## config.mk

```make
export PLATFORM = sky130hd
export DESIGN_NAME = pipe_stage_buffer
export DESIGN_NICKNAME = d
export VERILOG_FILES = /design/src/rtl/pipe_stage_buffer.sv
export SDC_FILE = /design/constraint.sdc
export NUM_CORES = 1
export LEC_CHECK = 0
export ABC_CLOCK_PERIOD_IN_PS = 2200
export BUFFER_PORTS_ARGS = -buffer_cell sky130_fd_sc_hd__buf_2
export CORE_UTILIZATION = 54
export CTS_CLUSTER_DIAMETER = 30
export CTS_CLUSTER_SIZE = 12
export DETAILED_ROUTE_END_ITERATION = 10
export GPL_TIMING_DRIVEN = 0
export HOLD_SLACK_MARGIN = 0.06
export PLACE_DENSITY = 0.79
export SYNTH_ARGS = -nofsm -noshare
export SYNTH_HDL_FRONTEND = slang
export SYNTH_SLANG_ARGS = --single-unit
```

## constraint.sdc

```tcl
create_clock -name clk -period 2.2 [get_ports clk]
set_clock_uncertainty 0.1 [all_clocks]
set_input_delay 0.22 -clock clk [delete_from_list [all_inputs] [get_ports clk]]
set_output_delay 0.22 -clock clk [all_outputs]
set_load 0.01 [all_outputs]
```

## src/rtl/pipe_stage_buffer.sv

```systemverilog
// Inter-stage pipeline buffer carrying PC + instruction with a valid/ready handshake.
// A 2-entry skid keeps the upstream ready fully registered. Also provides flush, NOP bubbles and perf counters.
module pipe_stage_buffer #(
    parameter int unsigned           PC_W      = 64,
    parameter int unsigned           INSTR_W   = 32,
    parameter logic [INSTR_W-1:0]    NOP_INSTR = INSTR_W'(32'h00000013),
    parameter int unsigned           CNT_W     = 16
) (
    input  logic               clk,
    input  logic               reset,
    input  logic               in_valid,
    output logic               in_ready,
    input  logic [PC_W-1:0]    in_pc,
    input  logic [INSTR_W-1:0] in_instr,
    input  logic               flush,
    output logic               out_valid,
    input  logic               out_ready,
    output logic [PC_W-1:0]    out_pc,
    output logic [INSTR_W-1:0] out_instr,
    output logic [CNT_W-1:0]   stall_cnt,
    output logic [CNT_W-1:0]   flush_cnt
);

    typedef enum logic [1:0] {
        EMPTY,
        ONE,
        FULL
    } state_e;

    state_e               state_q, state_d;
    logic [PC_W-1:0]      main_pc_q, main_pc_d;
    logic [INSTR_W-1:0]   main_instr_q, main_instr_d;
    logic [PC_W-1:0]      skid_pc_q, skid_pc_d;
    logic [INSTR_W-1:0]   skid_instr_q, skid_instr_d;
    logic                 out_valid_q, out_valid_d;
    logic                 in_ready_q, in_ready_d;
    logic [CNT_W-1:0]     stall_cnt_q, stall_cnt_d;
    logic [CNT_W-1:0]     flush_cnt_q, flush_cnt_d;

    logic push;
    logic pop;

    assign push = in_valid & in_ready_q;
    assign pop  = out_valid_q & out_ready;

    always_comb begin
        state_d      = state_q;
        main_pc_d    = main_pc_q;
        main_instr_d = main_instr_q;
        skid_pc_d    = skid_pc_q;
        skid_instr_d = skid_instr_q;
        stall_cnt_d  = stall_cnt_q;
        flush_cnt_d  = flush_cnt_q;

        // Stall accounting is independent of flush: a stalled flush cycle still counts.
        if (out_valid_q && !out_ready && (stall_cnt_q != '1)) begin
            stall_cnt_d = stall_cnt_q + CNT_W'(1);
        end

        if (flush) begin
            if ((state_q != EMPTY) && (flush_cnt_q != '1)) begin
                flush_cnt_d = flush_cnt_q + CNT_W'(1);
            end
            state_d      = EMPTY;
            main_pc_d    = '0;
            main_instr_d = '0;
            skid_pc_d    = '0;
            skid_instr_d = '0;
        end else begin
            unique case (state_q)
                EMPTY: begin
                    if (push) begin
                        state_d      = ONE;
                        main_pc_d    = in_pc;
                        main_instr_d = in_instr;
                    end
                end
                ONE: begin
                    if (push && pop) begin
                        main_pc_d    = in_pc;
                        main_instr_d = in_instr;
                    end else if (push) begin
                        state_d      = FULL;
                        skid_pc_d    = in_pc;
                        skid_instr_d = in_instr;
                    end else if (pop) begin
                        state_d = EMPTY;
                    end
                end
                FULL: begin
                    if (pop) begin
                        state_d      = ONE;
                        main_pc_d    = skid_pc_q;
                        main_instr_d = skid_instr_q;
                    end
                end
                default: begin
                    state_d = EMPTY;
                end
            endcase
        end

        // Handshake outputs are registered copies of the next-state decode.
        out_valid_d = (state_d != EMPTY);
        in_ready_d  = (state_d != FULL);
    end

    always_ff @(posedge clk) begin
        if (reset) begin
            state_q      <= EMPTY;
            main_pc_q    <= '0;
            main_instr_q <= '0;
            skid_pc_q    <= '0;
            skid_instr_q <= '0;
            out_valid_q  <= 1'b0;
            in_ready_q   <= 1'b1;
            stall_cnt_q  <= '0;
            flush_cnt_q  <= '0;
        end else begin
            state_q      <= state_d;
            main_pc_q    <= main_pc_d;
            main_instr_q <= main_instr_d;
            skid_pc_q    <= skid_pc_d;
            skid_instr_q <= skid_instr_d;
            out_valid_q  <= out_valid_d;
            in_ready_q   <= in_ready_d;
            stall_cnt_q  <= stall_cnt_d;
            flush_cnt_q  <= flush_cnt_d;
        end
    end

    assign in_ready  = in_ready_q;
    assign out_valid = out_valid_q;
    assign out_pc    = main_pc_q;
    assign out_instr = out_valid_q ? main_instr_q : NOP_INSTR;
    assign stall_cnt = stall_cnt_q;
    assign flush_cnt = flush_cnt_q;

endmodule
```

Yosys cells after proc, flatten, opt, wreduce, memory -nomap -nowiden:

Index checks and enable logic that the tools add are counted.

* $add $sub $neg: 2
* eq/ne operators: 8
* multiplexer cells: 16
* bitwise operators: 3
* reduce and logical (&&, ||, !) cells: 13

Operators by type and width (count)
* $mux W64: 3
* $pmux W64 S3: 1
* $mux W32: 4
* $pmux W32 S3: 1
* $add A16 B1 Y16 const B: 2
* $ne A16 B16 Y1 const B: 2
* $mux W2: 6
* $ne A2 B2 Y1 const B: 4
* $pmux W2 S3: 1
* $logic_and A1 B1 Y1: 4
* $reduce_and A4 Y1: 1
* $reduce_bool A2 Y1: 2
* $reduce_and A3 Y1: 1
* $reduce_bool A3 Y1: 1
* $and A1 B1 Y1: 2
* $eq A2 B1 Y1 const B: 1
* $eq A2 B2 Y1 const B: 1
* $logic_not A2 Y1: 1
* $reduce_and A2 Y1: 1
* $reduce_or A2 Y1: 1
* $logic_not A1 Y1: 1
* $not A1 Y1: 1

* bits in registers: 228
* bits of input ports: 101
* output and inout port bits: 130
* word-level logic and storage cells: 51

Depth between registers and ports, before layout:

Gate-level depths: netlist (run 1).

* depth after elaboration: 7
* depth in mapped cells: 8
* gate-level depth less buffers: 5

Worst setup path after synthesis (run 1):

OpenSTA, ideal clock, no wires.

* path type: reg-to-reg
* from: register stall_cnt_q[0] (netlist: stall_cnt[0])
* to: register stall_cnt_q[1] (netlist: stall_cnt[1])
* setup time: 0.128 ns
* arrival time: 1.647 ns
* data required time: 1.972 ns
* path slack: 0.326 ns
* stages on the path, launching flop included: 7
* path buffers: 1
* period minus slack after synthesis: 1.874 ns
* cells stage by stage: dfxtp_1 -> ha_1 -> nand4_1 -> o41ai_4 -> buf_6 -> mux2i_1 -> nor2_1

* word-level cells in the longest chain between the ends: 2
* elaborated cells on any way between the ends: 3
* those cells by class: add/sub (1); eq/ne (1); reduce/logical (1)

RTL lines
* from (decl): line 37 `logic [CNT_W-1:0] stall_cnt_q, stall_cnt_d;`
* from (signal assigned): line 127 `stall_cnt_q <= stall_cnt_d;`
* branches (longest 2 deep; another with $add A16 B1 Y16)

Parallel ways; which one is timed is not known.
A chain may end at the register's enable or synchronous reset.

Worst setup path after layout (run 1):

* from: register out_valid_q (netlist: out_valid)
* to: register main_pc_q[15] (netlist: out_pc[15])

* word-level cells in the longest chain between the ends: 4
* elaborated cells on any way between the ends: 5
* those cells by class: eq/ne (2); bitwise (1); reduce/logical (2)

RTL lines
* from (decl): line 35 `logic out_valid_q, out_valid_d;`
* from (signal assigned): line 125 `out_valid_q <= out_valid_d;`
* $and A1 B1 Y1 *: line 44 `assign pop = out_valid_q & out_ready;`
* $logic_and A1 B1 Y1: line 79 `if (push && pop) begin`
* $ne A2 B2 Y1 (no source line)
* $reduce_and A4 Y1 (no source line) *
* to (signal assigned): line 121 `main_pc_q <= main_pc_d;`
* to (decl): line 31 `logic [PC_W-1:0] main_pc_q, main_pc_d;`

Mark *: on every way between the ends. The rest lies on a longest branch, timed or not.

==> flow_summary_export.csv, run 1 <==
group,metric,value,unit
timing,timing.final.setup_violations,0,
drt,routed_wl,31900,um
power_and_ir_drop,total_power,0.0134,W
layout,drive_gt1_frac,0.279,
yosys,synth.ff_latch_count,228,
layout,num-nets-final,1589,
clocking,tritoncts.num_buffers,48,
grt,grt_pass1_vias,9783,
yosys,ys_warn_count,0,
drt,vias,10035,
critical_path,endpoint_type_of_the_worst_setup_path,"flip-flop",
layout,final_design_area_no_fill,14200,um^2
drt,vias_per_cell,5.73,
power_and_ir_drop,static-leakage-power,6.26,nW
yosys,post_synth_arst_share,0,
floorplan,row_count,49,
layout,seqCellArea,4560,um^2
clocking,path_clk_slew,0.05,ns
yosys,synth_top_cell_area_share,0.459,
yosys,synth_ff_type,"dfxtp_1",
timing,post-route-period-util,0.955,
yosys,yosysUniqueCellTypes,52,
critical_path,worst_ep_required,2.52,ns
place,place_ws,-0.0161,ns
layout,multiInputGateArea,4890,um^2
floorplan,core_footprint,18000,um^2
grt,grt_first_pass_wirelength,48200,um
layout,syn_to_final_growth,42.5,%
timing,final.setup.worst_slack,0.0993,ns
drt,wl_per_cell,18.2,um
timing,final_hold_viol_count,0,
layout,fill_cells,1182,
floorplan,dieArea,19000,um^2
critical_path,reg2reg_from,"out_valid",
timing,slew_headroom,0.448,
grt,antenna_found_initial,2,
critical_path,critPathMaxStageDelay,0.38,ns
clocking,cts_num_sinks,228,
yosys,synth-edff-count,0,
min_path,whs_path_depth,4,
grt,globalRouteOverflowTotal,0,
yosys,mappedNetlistArea,9950,um^2
floorplan,die_h,138,um
clocking,max-clock-path-buffers,3,
power_and_ir_drop,power_per_cell_area,943,nW/um^2
place,placement.io_buffers,229,
timing,tightestPinTransition,0.828,ns
floorplan,die_width,138,um
critical_path,cp_max_fo,10,
floorplan,ios,231,
clocking,clk_root_buffer_cell,"clkbuf_16",
timing,maxSlewViolCount,0,
place,dp_hpwl,18900,um
clocking,cts-htree-levels,2,
min_path,min_to,"out_valid",
layout,layoutNonFillerInstCount,1752,
drt,drt_iter0_markers,522,
drt,drt_pass1_iterations,5,
critical_path,crit_arrival,2.42,ns
critical_path,timing.critical_path.from_type,"flip-flop",
place,dpl-instance-area,11400,um^2
critical_path,timing.rr.end,"out_pc[15]",
floorplan,initial_core_util,0.552,
timing,final_period_minus_worst_setup_slack,2.10,ns
timing,setup_repair_after_global_routing_missed_its_margin,"no",
yosys,syn_avg_cell_area,8.98,um^2
yosys,synth_cells,1108,
power_and_ir_drop,max-vdd-ir-drop,0.000905,V
grt,grt_usage,0.326,
min_path,min_from,"in_valid",
critical_path,cp_class,"flip-flop to flip-flop",
timing,fmax,0.476,GHz
place,place_inst,1566,
critical_path,cp_cell_sequence,"buf_2, nand3_1, a21oi_4, buf_12, clkbuf_1, nor3_1, a211oi_1",
critical_path,critical_path.slowest_cell,"clkbuf_1",
clocking,tritoncts,"yes",
critical_path,ff2ff_setup_slack,0.1,ns
yosys,synth_nets,1211,
yosys,yosys.area.top_type,"dfxtp_1",
yosys,synth.yosys.seq_area_share,0.459,
status,run_status,"finished clean",
flow_run,maxCapViolCount,0,
clocking,clock_latency,0.53,ns
grt,grt_max_degree,12,
min_path,worst_hold_path_type,"primary input to flip-flop",
drt,residual_drc_count,0,
timing,tns,0,ns
drt,antenna_left,0,
critical_path,worstRegToRegCells,7,
place,gp_congestion,0.895,
yosys,post_synth_main_area_contributors,"dfxtp_1 (46%), mux2i_1 (9.8%), nand2_1 (7.8%)",
## synthesized netlist by cell type, types with 6 or more instances
cell type / count
or4_1: 10
nor3_1: 98
or3_1: 14
mux2i_1: 97
buf_4: 9
a211oi_1: 56
dfxtp_1: 228
clkbuf_1: 43
nand2_1: 207
and2_1: 29
o31ai_1: 10
a21oi_1: 124
nor2_1: 7
nand3_1: 10
buf_2: 39
a211oi_2: 40
nand4_1: 10
o21ai_0: 13
buf_6: 6
## area by class of cell
class,count,share of cell area
Clock buffer,61,0.0932
Antenna cell,2,0.000353
Inverter,2,0.000529
Multi-Input combinational cell,779,0.345
Buffer,99,0.0364
Clock inverter,24,0.0318
Timing Repair Buffer,328,0.151
Sequential cell,228,0.322
Tap cell,229,0.0202
## cells in the final DEF (no fill, tap or decap), drive strengths merged, types with 3 or more instances in the layout
cell type	count
buf	283
dfxtp	228
nand2	208
a21oi	125
clkbuf	108
nor3	98
mux2i	97
dlygate4sd3	97
a211oi	96
and2	29
o21ai	16
or3	14
bufinv	12
nand4	12
nand3	11
o31ai	10
or4	10
nor2	8
clkinv	7
nor4	6
nand2b	5
and3	5
inv	4
and4	3
nor2b	3
clkinvlp	3
or2	3
mux2	3
## repair_timing
| action | in CTS | in global routing |
|---|---|---|
| hold buffers | 97 | 0 |
| endpoints found under the hold margin | 194 | 0 |
| pin swaps | 0 | 4 |
| endpoints found under the setup margin | 39 | 97 |
| setup buffers | 0 | 2 |
| gates resized for setup | 3 | 9 |
## routing by layer
layer / global-route usage / share of wire / wire, um / vias to the layer above
met4: 0.146 / 0.037 / 1180 / 0
met2: 0.568 / 0.49 / 15700 / 493
met1: 0.373 / 0.39 / 12500 / 4696
met5: 0 / 0 / 0 / -
met3: 0.0850 / 0.077 / 2470 / 108
li1: - / - / - / 4738
## registers in the layout, indices dropped and copies added, names as in the netlist
signal        flops
flush_cnt        16
in_ready          1
main_instr_q     32
out_pc           64
out_valid         1
skid_instr_q     32
skid_pc_q        64
stall_cnt        16
state_q           2
## how the worst max path moves through the flow
| stage | cells past startpoint | slack [ns] | from | to |
|---|---|---|---|---|
| after detailed placement | 8 | -0.02 | out_valid | main_instr_q[14] |
| after global routing | 4 | 0.007 | out_valid | out_instr[10] |
| after CTS | 8 | 0.04 | out_valid | skid_pc_q[34] |
| final | 7 | 0.1 | out_valid | out_pc[15] |
| after floorplan | 6 | 0.33 | stall_cnt[0] | stall_cnt[1] |
| after global placement | 8 | -0.02 | out_valid | main_instr_q[9] |
## kinds of logic (layout without fill, tap and decap cells)
| kind of cell | Yosys count | in the layout | share of synthesized area |
|---|---|---|---|
| and+or+nand+nor | 420 | 420 | 0.204 |
| AOI/OAI and AO/OA | 256 | 256 | 0.181 |
| DFF | 228 | 228 | 0.459 |
| buffers and inverters | 101 | 514 | 0.0517 |
| muxes | 100 | 100 | 0.101 |
| adders and majority gates | 2 | 2 | 0.00251 |
| xor gates and xnor gates | 1 | 1 | 0.000880 |
| other | 0 | 2 | 0 |
## critical path: cells and delay by family, from the launching register on
| family | cells | cell delay, ns |
|---|---|---|
| flops | 1 | 0.31 |
| buf+inv | 3 | 0.75 |
| compound gates | 2 | 0.49 |
| simple gates | 2 | 0.34 |
## power by group
part	switching [W]	leakage [nW]	internal, W
clock	0.00232	0.855	0.00562
combinational	0.000629	3.56	0.000480
sequential	0.0000654	1.85	0.00425
## stage by stage
| step | hold WS (ns) | utilization |
|---|---|---|
| 2_1_floorplan | 0.256 | - |
| 3_3_place_gp | 0.340 | 0.631 |
| 4_1_cts | 0.0693 | 0.784 |
| 5_1_grt | 0.106 | 0.787 |
| 3_5_place_dp | 0.346 | 0.631 |
| 6_report | 0.0787 | 0.787 |
No activity file was read; power rests on OpenSTA's default activity.
==> run 2: changes to the inputs <==
--- a/config.mk
+++ b/config.mk
@@ -14,6 +14,7 @@
 export GPL_TIMING_DRIVEN = 0
 export HOLD_SLACK_MARGIN = 0.06
 export PLACE_DENSITY = 0.79
+export RECOVER_POWER = 50
 export SYNTH_ARGS = -nofsm -noshare
 export SYNTH_HDL_FRONTEND = slang
 export SYNTH_SLANG_ARGS = --single-unit
==> run 2 against run 1 <==
Non-clock buffer count unchanged. Sequential power about the same. Critical path depth unchanged. Total power about the same. Clock power about the same. Cell count unchanged. Largest power group unchanged. Highest routed layer unchanged.
==> flow_summary_export.csv, run 2 (same netlist as run 1, synthesis figures left out) <==
group,metric,value,unit
status,run_status,"finished clean",
drt,vias_per_cell,5.73,
critical_path,cp_class,"flip-flop to flip-flop",
critical_path,worst_ep_required,2.53,ns
layout,num-nets-final,1589,
grt,grt_max_degree,12,
drt,routed_wl,32000,um
clocking,clock_latency,0.53,ns
power_and_ir_drop,power_per_cell_area,951,nW/um^2
layout,layout.cells.most_common_list,"dfxtp_1 (228), nand2_1 (206), buf_2 (164), clkbuf_1 (145), a21oi_1 (124)",
critical_path,timing.critical_path.from_type,"flip-flop",
floorplan,initial_core_util,0.552,
timing,tns,0,ns
critical_path,cp_cell_sequence,"buf_2, nand3_1, a21oi_4, buf_12, clkbuf_1, nor3_1, a211oi_1",
grt,grt_usage,0.326,
timing,fmax,0.475,GHz
place,gp_congestion,0.895,
critical_path,critical_path.slowest_cell,"clkbuf_1",
drt,drt_pass1_iterations,5,
place,placement.io_buffers,229,
timing,slew_headroom,0.453,
clocking,cts_num_sinks,228,
place,dp_hpwl,18900,um
timing,maxSlewViolCount,0,
critical_path,count_of_buffering_cells_on_the_critical_path_with_inverters_included,3,
place,place_ws,-0.0161,ns
drt,antenna_left,0,
flow_run,maxCapViolCount,0,
layout,layout_commonest_cell,"dfxtp_1",
timing,final_hold_viol_count,0,
power_and_ir_drop,max-vdd-ir-drop,0.000905,V
min_path,worst_hold_path_type,"primary input to flip-flop",
clocking,cts-htree-levels,2,
clocking,tritoncts,"yes",
layout,syn_to_final_growth,41.3,%
floorplan,row_count,49,
timing,post-route-period-util,0.957,
floorplan,die_h,138,um
layout,drive_gt1_frac,0.214,
critical_path,crit_arrival,2.43,ns
critical_path,critPathTopFamily,"buffers and inverters",
drt,vias,10047,
clocking,max-clock-path-buffers,3,
timing,timing.final.setup_violations,0,
timing,setup_repair_after_global_routing_missed_its_margin,"no",
grt,grt_pass1_vias,9783,
critical_path,cp_max_fo,10,
drt,residual_drc_count,0,
timing,final_period_minus_worst_setup_slack,2.10,ns
floorplan,die_width,138,um
drt,wl_per_cell,18.2,um
timing,tightestPinTransition,0.821,ns
floorplan,dieArea,19000,um^2
grt,grt_first_pass_wirelength,48200,um
clocking,tritoncts.num_buffers,48,
power_and_ir_drop,total_power,0.0134,W
floorplan,ios,231,
grt,globalRouteOverflowTotal,0,
floorplan,core_footprint,18000,um^2
critical_path,critPathMaxStageDelay,0.39,ns
critical_path,endpoint_type_of_the_worst_setup_path,"flip-flop",
drt,drt_iter0_markers,576,
timing,final.setup.worst_slack,0.0951,ns
power_and_ir_drop,static-leakage-power,5.85,nW
grt,antenna_found_initial,2,
clocking,clk_root_buffer_cell,"clkbuf_16",
clocking,path_clk_slew,0.05,ns
-- run 2: final cells by class --
| class | instances | area (um^2) |
|---|---|---|
| clock buffers | 61 | 1320 |
| diodes | 2 | 5.00 |
| plain buffers | 99 | 513 |
| flip-flops and latches | 228 | 4560 |
| multi-input cells | 779 | 4890 |
| clock inverters | 24 | 450 |
| inverters | 2 | 7.51 |
| well taps | 229 | 287 |
| repair buffers | 328 | 2020 |
| fillers | 1258 | 3970 |
-- run 2: path summary, 6_finish.rpt --
path                  from             to  slack (ns)  depth (start not counted)
max reg2reg      out_valid     out_pc[15]         0.1                          7
max              out_valid     out_pc[15]         0.1                          7
min               in_valid      out_valid        0.08                          4
min reg2reg  skid_pc_q[53]  skid_pc_q[53]        0.35                          2
-- run 2: through the flow --
stage | instances | hold WS [ns] | instance area (um^2) | util
6_report | 1752 | 0.0757 | 14100 | 0.780
5_1_grt | 1752 | 0.106 | 14100 | 0.780
4_1_cts | 1748 | 0.0693 | 14100 | 0.784
3_5_place_dp | 1566 | 0.346 | 11400 | 0.631
3_3_place_gp | 1566 | 0.340 | 11400 | 0.631
2_1_floorplan | 1108 | 0.256 | 9950 | -
-- run 2: repair_timing --
| action | in CTS | in global routing |
|---|---|---|
| endpoints found under the setup margin | 39 | 97 |
| pin swaps | 0 | 4 |
| hold endpoints to repair | 194 | 0 |
| hold buffers | 97 | 0 |
| gates resized for setup | 3 | 9 |
| setup buffers | 0 | 2 |
-- run 2: metal layers --
| layer | routed length, um | up-vias | track usage |
|---|---|---|---|
| met5 | 0 | - | 0 |
| li1 | - | 4735 | - |
| met1 | 12600 | 4743 | 0.373 |
| met3 | 2390 | 105 | 0.0850 |
| met4 | 1130 | 0 | 0.146 |
| met2 | 15800 | 464 | 0.568 |
-- run 2: tightest hold or removal path, stage by stage --
cell and delay (ns):
buf_2 0.11, nand2_1 0.12, a21o_1 0.14, a21oi_1 0.06
-- run 2: power breakdown --
part           switching (W)  leakage [nW]  internal, W
Clock                0.00233         0.855      0.00562
Sequential         0.0000668          1.85      0.00425
Combinational       0.000629          3.15     0.000462
Total                0.00303          5.85       0.0103
==> run 3: changes to the inputs <==
==> constraint.sdc (replaced) <==
create_clock -name clk -period 2.2 [get_ports clk]
set_clock_uncertainty 0.1 [all_clocks]
set_input_delay 0.22 -clock clk [delete_from_list [all_inputs] [get_ports clk]]
set_output_delay 0.22 -clock clk [all_outputs]
set_load 0.02 [all_outputs]
==> run 3 against run 2 <==
Clock-buffer cell count unchanged. Cell count unchanged. Via count about the same. Die area unchanged. Largest power group unchanged. Hold slack about the same. First-iteration DRC count down 4.5%. Total power up 0.48%. Sequential share of layout area about the same. Sequential cell count unchanged. Design area about the same.
==> flow_summary_export.csv, run 3 (same netlist as run 1, synthesis figures left out) <==
group,metric,value,unit
power_and_ir_drop,p_switching,0.00309,W
floorplan,ios,231,
place,dp_hpwl,18900,um
floorplan,initial_core_util,0.552,
critical_path,crit_arrival,1.78,ns
grt,global_route.usage.met2,0.568,
place,placement.io_buffers,229,
critical_path,cp_cell_sequence,"buf_2, clkbuf_1, and2_1, buf_2",
floorplan,die_h,138,um
timing,final_period_minus_worst_setup_slack,2.10,ns
place,gp_congestion,0.895,
floorplan,core_footprint,18000,um^2
power_and_ir_drop,p_comb_frac,0.085,
drt,vias,10045,
critical_path,cp_max_fo,10,
power_and_ir_drop,power_per_cell_area,955,nW/um^2
critical_path,timing.critical_path.from_type,"flip-flop",
critical_path,critPathMaxStageDelay,0.32,ns
clocking,cts_num_sinks,228,
drt,routed_wl,32000,um
layout,fill_cells,1255,
timing,maxSlewViolCount,0,
critical_path,cpMostUsedCell,"buf_2",
grt,grt.busiest_layer,"met2",
drt,vias_per_cell,5.73,
layout,num-nets-final,1589,
layout,final_design_area_no_fill,14100,um^2
clocking,tritoncts.num_buffers,48,
layout,layout_commonest_cell,"dfxtp_1",
power_and_ir_drop,power.switching_fraction,0.230,
drt,wl_per_cell,18.2,um
grt,globalRouteOverflowTotal,0,
place,dpl-instance-area,11400,um^2
clocking,tritoncts,"yes",
floorplan,dieArea,19000,um^2
clocking,clock_latency,0.53,ns
timing,final_hold_viol_count,0,
power_and_ir_drop,internal_power,0.0103,W
clocking,max-clock-path-buffers,3,
power_and_ir_drop,clock_power_share,0.593,
grt,grt_util_met1,0.373,
min_path,worst_hold_path_type,"primary input to flip-flop",
timing,post-route-period-util,0.957,
layout,layout.cells.most_common_list,"dfxtp_1 (228), nand2_1 (206), buf_2 (169), clkbuf_1 (142), a21oi_1 (124)",
floorplan,row_count,49,
power_and_ir_drop,pwr-share-seq,0.322,
grt,grt_first_pass_wirelength,48200,um
timing,tightestPinTransition,0.821,ns
power_and_ir_drop,max-vdd-ir-drop,0.000906,V
critical_path,endpoint_type_of_the_worst_setup_path,"output port",
timing,fmax,0.475,GHz
grt,grt_usage,0.326,
drt,drt_pass1_iterations,5,
critical_path,cp_class,"flip-flop to output port",
timing,timing.final.setup_violations,0,
timing,setup_repair_after_global_routing_missed_its_margin,"yes",
layout,fin_util,0.780,
flow_run,maxCapViolCount,0,
grt,grt_max_degree,12,
grt,antenna_found_initial,2,
status,run_status,"finished clean",
clocking,clk_root_buffer_cell,"clkbuf_16",
power_and_ir_drop,static-leakage-power,5.86,nW
critical_path,critical_path.slowest_cell,"clkbuf_1",
clocking,cts-htree-levels,2,
critical_path,worst_ep_required,1.88,ns
timing,slew_headroom,0.453,
drt,drt_iter0_markers,550,
drt,residual_drc_count,0,
grt,grtUsageMet3,0.0850,
clocking,path_clk_slew,0.05,ns
layout,drive_gt1_frac,0.216,
floorplan,die_width,138,um
layout,syn_to_final_growth,41.3,%
drt,antenna_left,0,
grt,grt_pass1_vias,9783,
## run 3: power groups by stage
stage / Clock [W] / Combinational (W) / Sequential [W]
after floorplan: 0 / 0.000550 / 0.00446
after global placement: 0 / 0.000953 / 0.00439
after detailed placement: 0 / 0.000972 / 0.00439
after CTS: 0.00798 / 0.00112 / 0.00432
after global routing: 0.00818 / 0.00123 / 0.00433
final: 0.00796 / 0.00115 / 0.00432
## run 3: path summary, 6_finish.rpt
check	from	to	slack (ns)	cells past startpoint
worst min register to register	skid_pc_q[14]	skid_pc_q[14]	0.35	2
worst max-delay path	out_valid	out_instr[18]	0.1	4
worst max register to register	out_valid	out_pc[15]	0.1	7
worst min-delay path	in_valid	out_valid	0.08	4
## run 3: area by class of cell
| cell class | instances | area (um^2) | share of cell area |
|---|---|---|---|
| antenna | 2 | 5.00 | 0.000356 |
| buffer | 99 | 518 | 0.0368 |
| clock buffer | 61 | 1320 | 0.0940 |
| clock inverter | 24 | 450 | 0.0320 |
| inverter | 2 | 7.51 | 0.000534 |
| multi-input combinational | 779 | 4890 | 0.347 |
| sequential | 228 | 4560 | 0.325 |
| tap | 229 | 287 | 0.0204 |
| timing repair buffer | 328 | 2020 | 0.144 |
## run 3: worst max-delay path: cells and delay by family (launching register included)
kind,cells,cell delay [ns]
buffers and inverters,3,0.72
DFF,1,0.31
and+or+nand+nor,1,0.21
## run 3: metal layers
metal	wire length, um	up-vias
met3	2440	96
met1	12600	4736
met2	15800	481
li1	-	4732
met5	0	-
met4	1110	0
## run 3: per-stage QoR
step / TNS [ns] / instances / hold slack (ns) / setup WS [ns] / power, W
finish: 0 / 1752 / 0.0753 / 0.0950 / 0.0134
global route: -0.00195 / 1752 / 0.106 / -0.00195 / 0.0137
CTS: 0 / 1748 / 0.0693 / 0.0376 / 0.0134
detailed placement: -0.148 / 1566 / 0.346 / -0.0161 / 0.00536
global placement: -0.428 / 1566 / 0.340 / -0.0154 / 0.00534
floorplan: 0 / 1108 / 0.256 / 0.237 / 0.00501
## run 3: repair_timing
action | in CTS | in global routing
pin swaps | 0 | 4
buffers inserted | 0 | 2
endpoints found under the hold margin | 194 | 0
endpoints found under the setup margin | 39 | 99
hold buffers | 97 | 0
resized for setup | 3 | 11
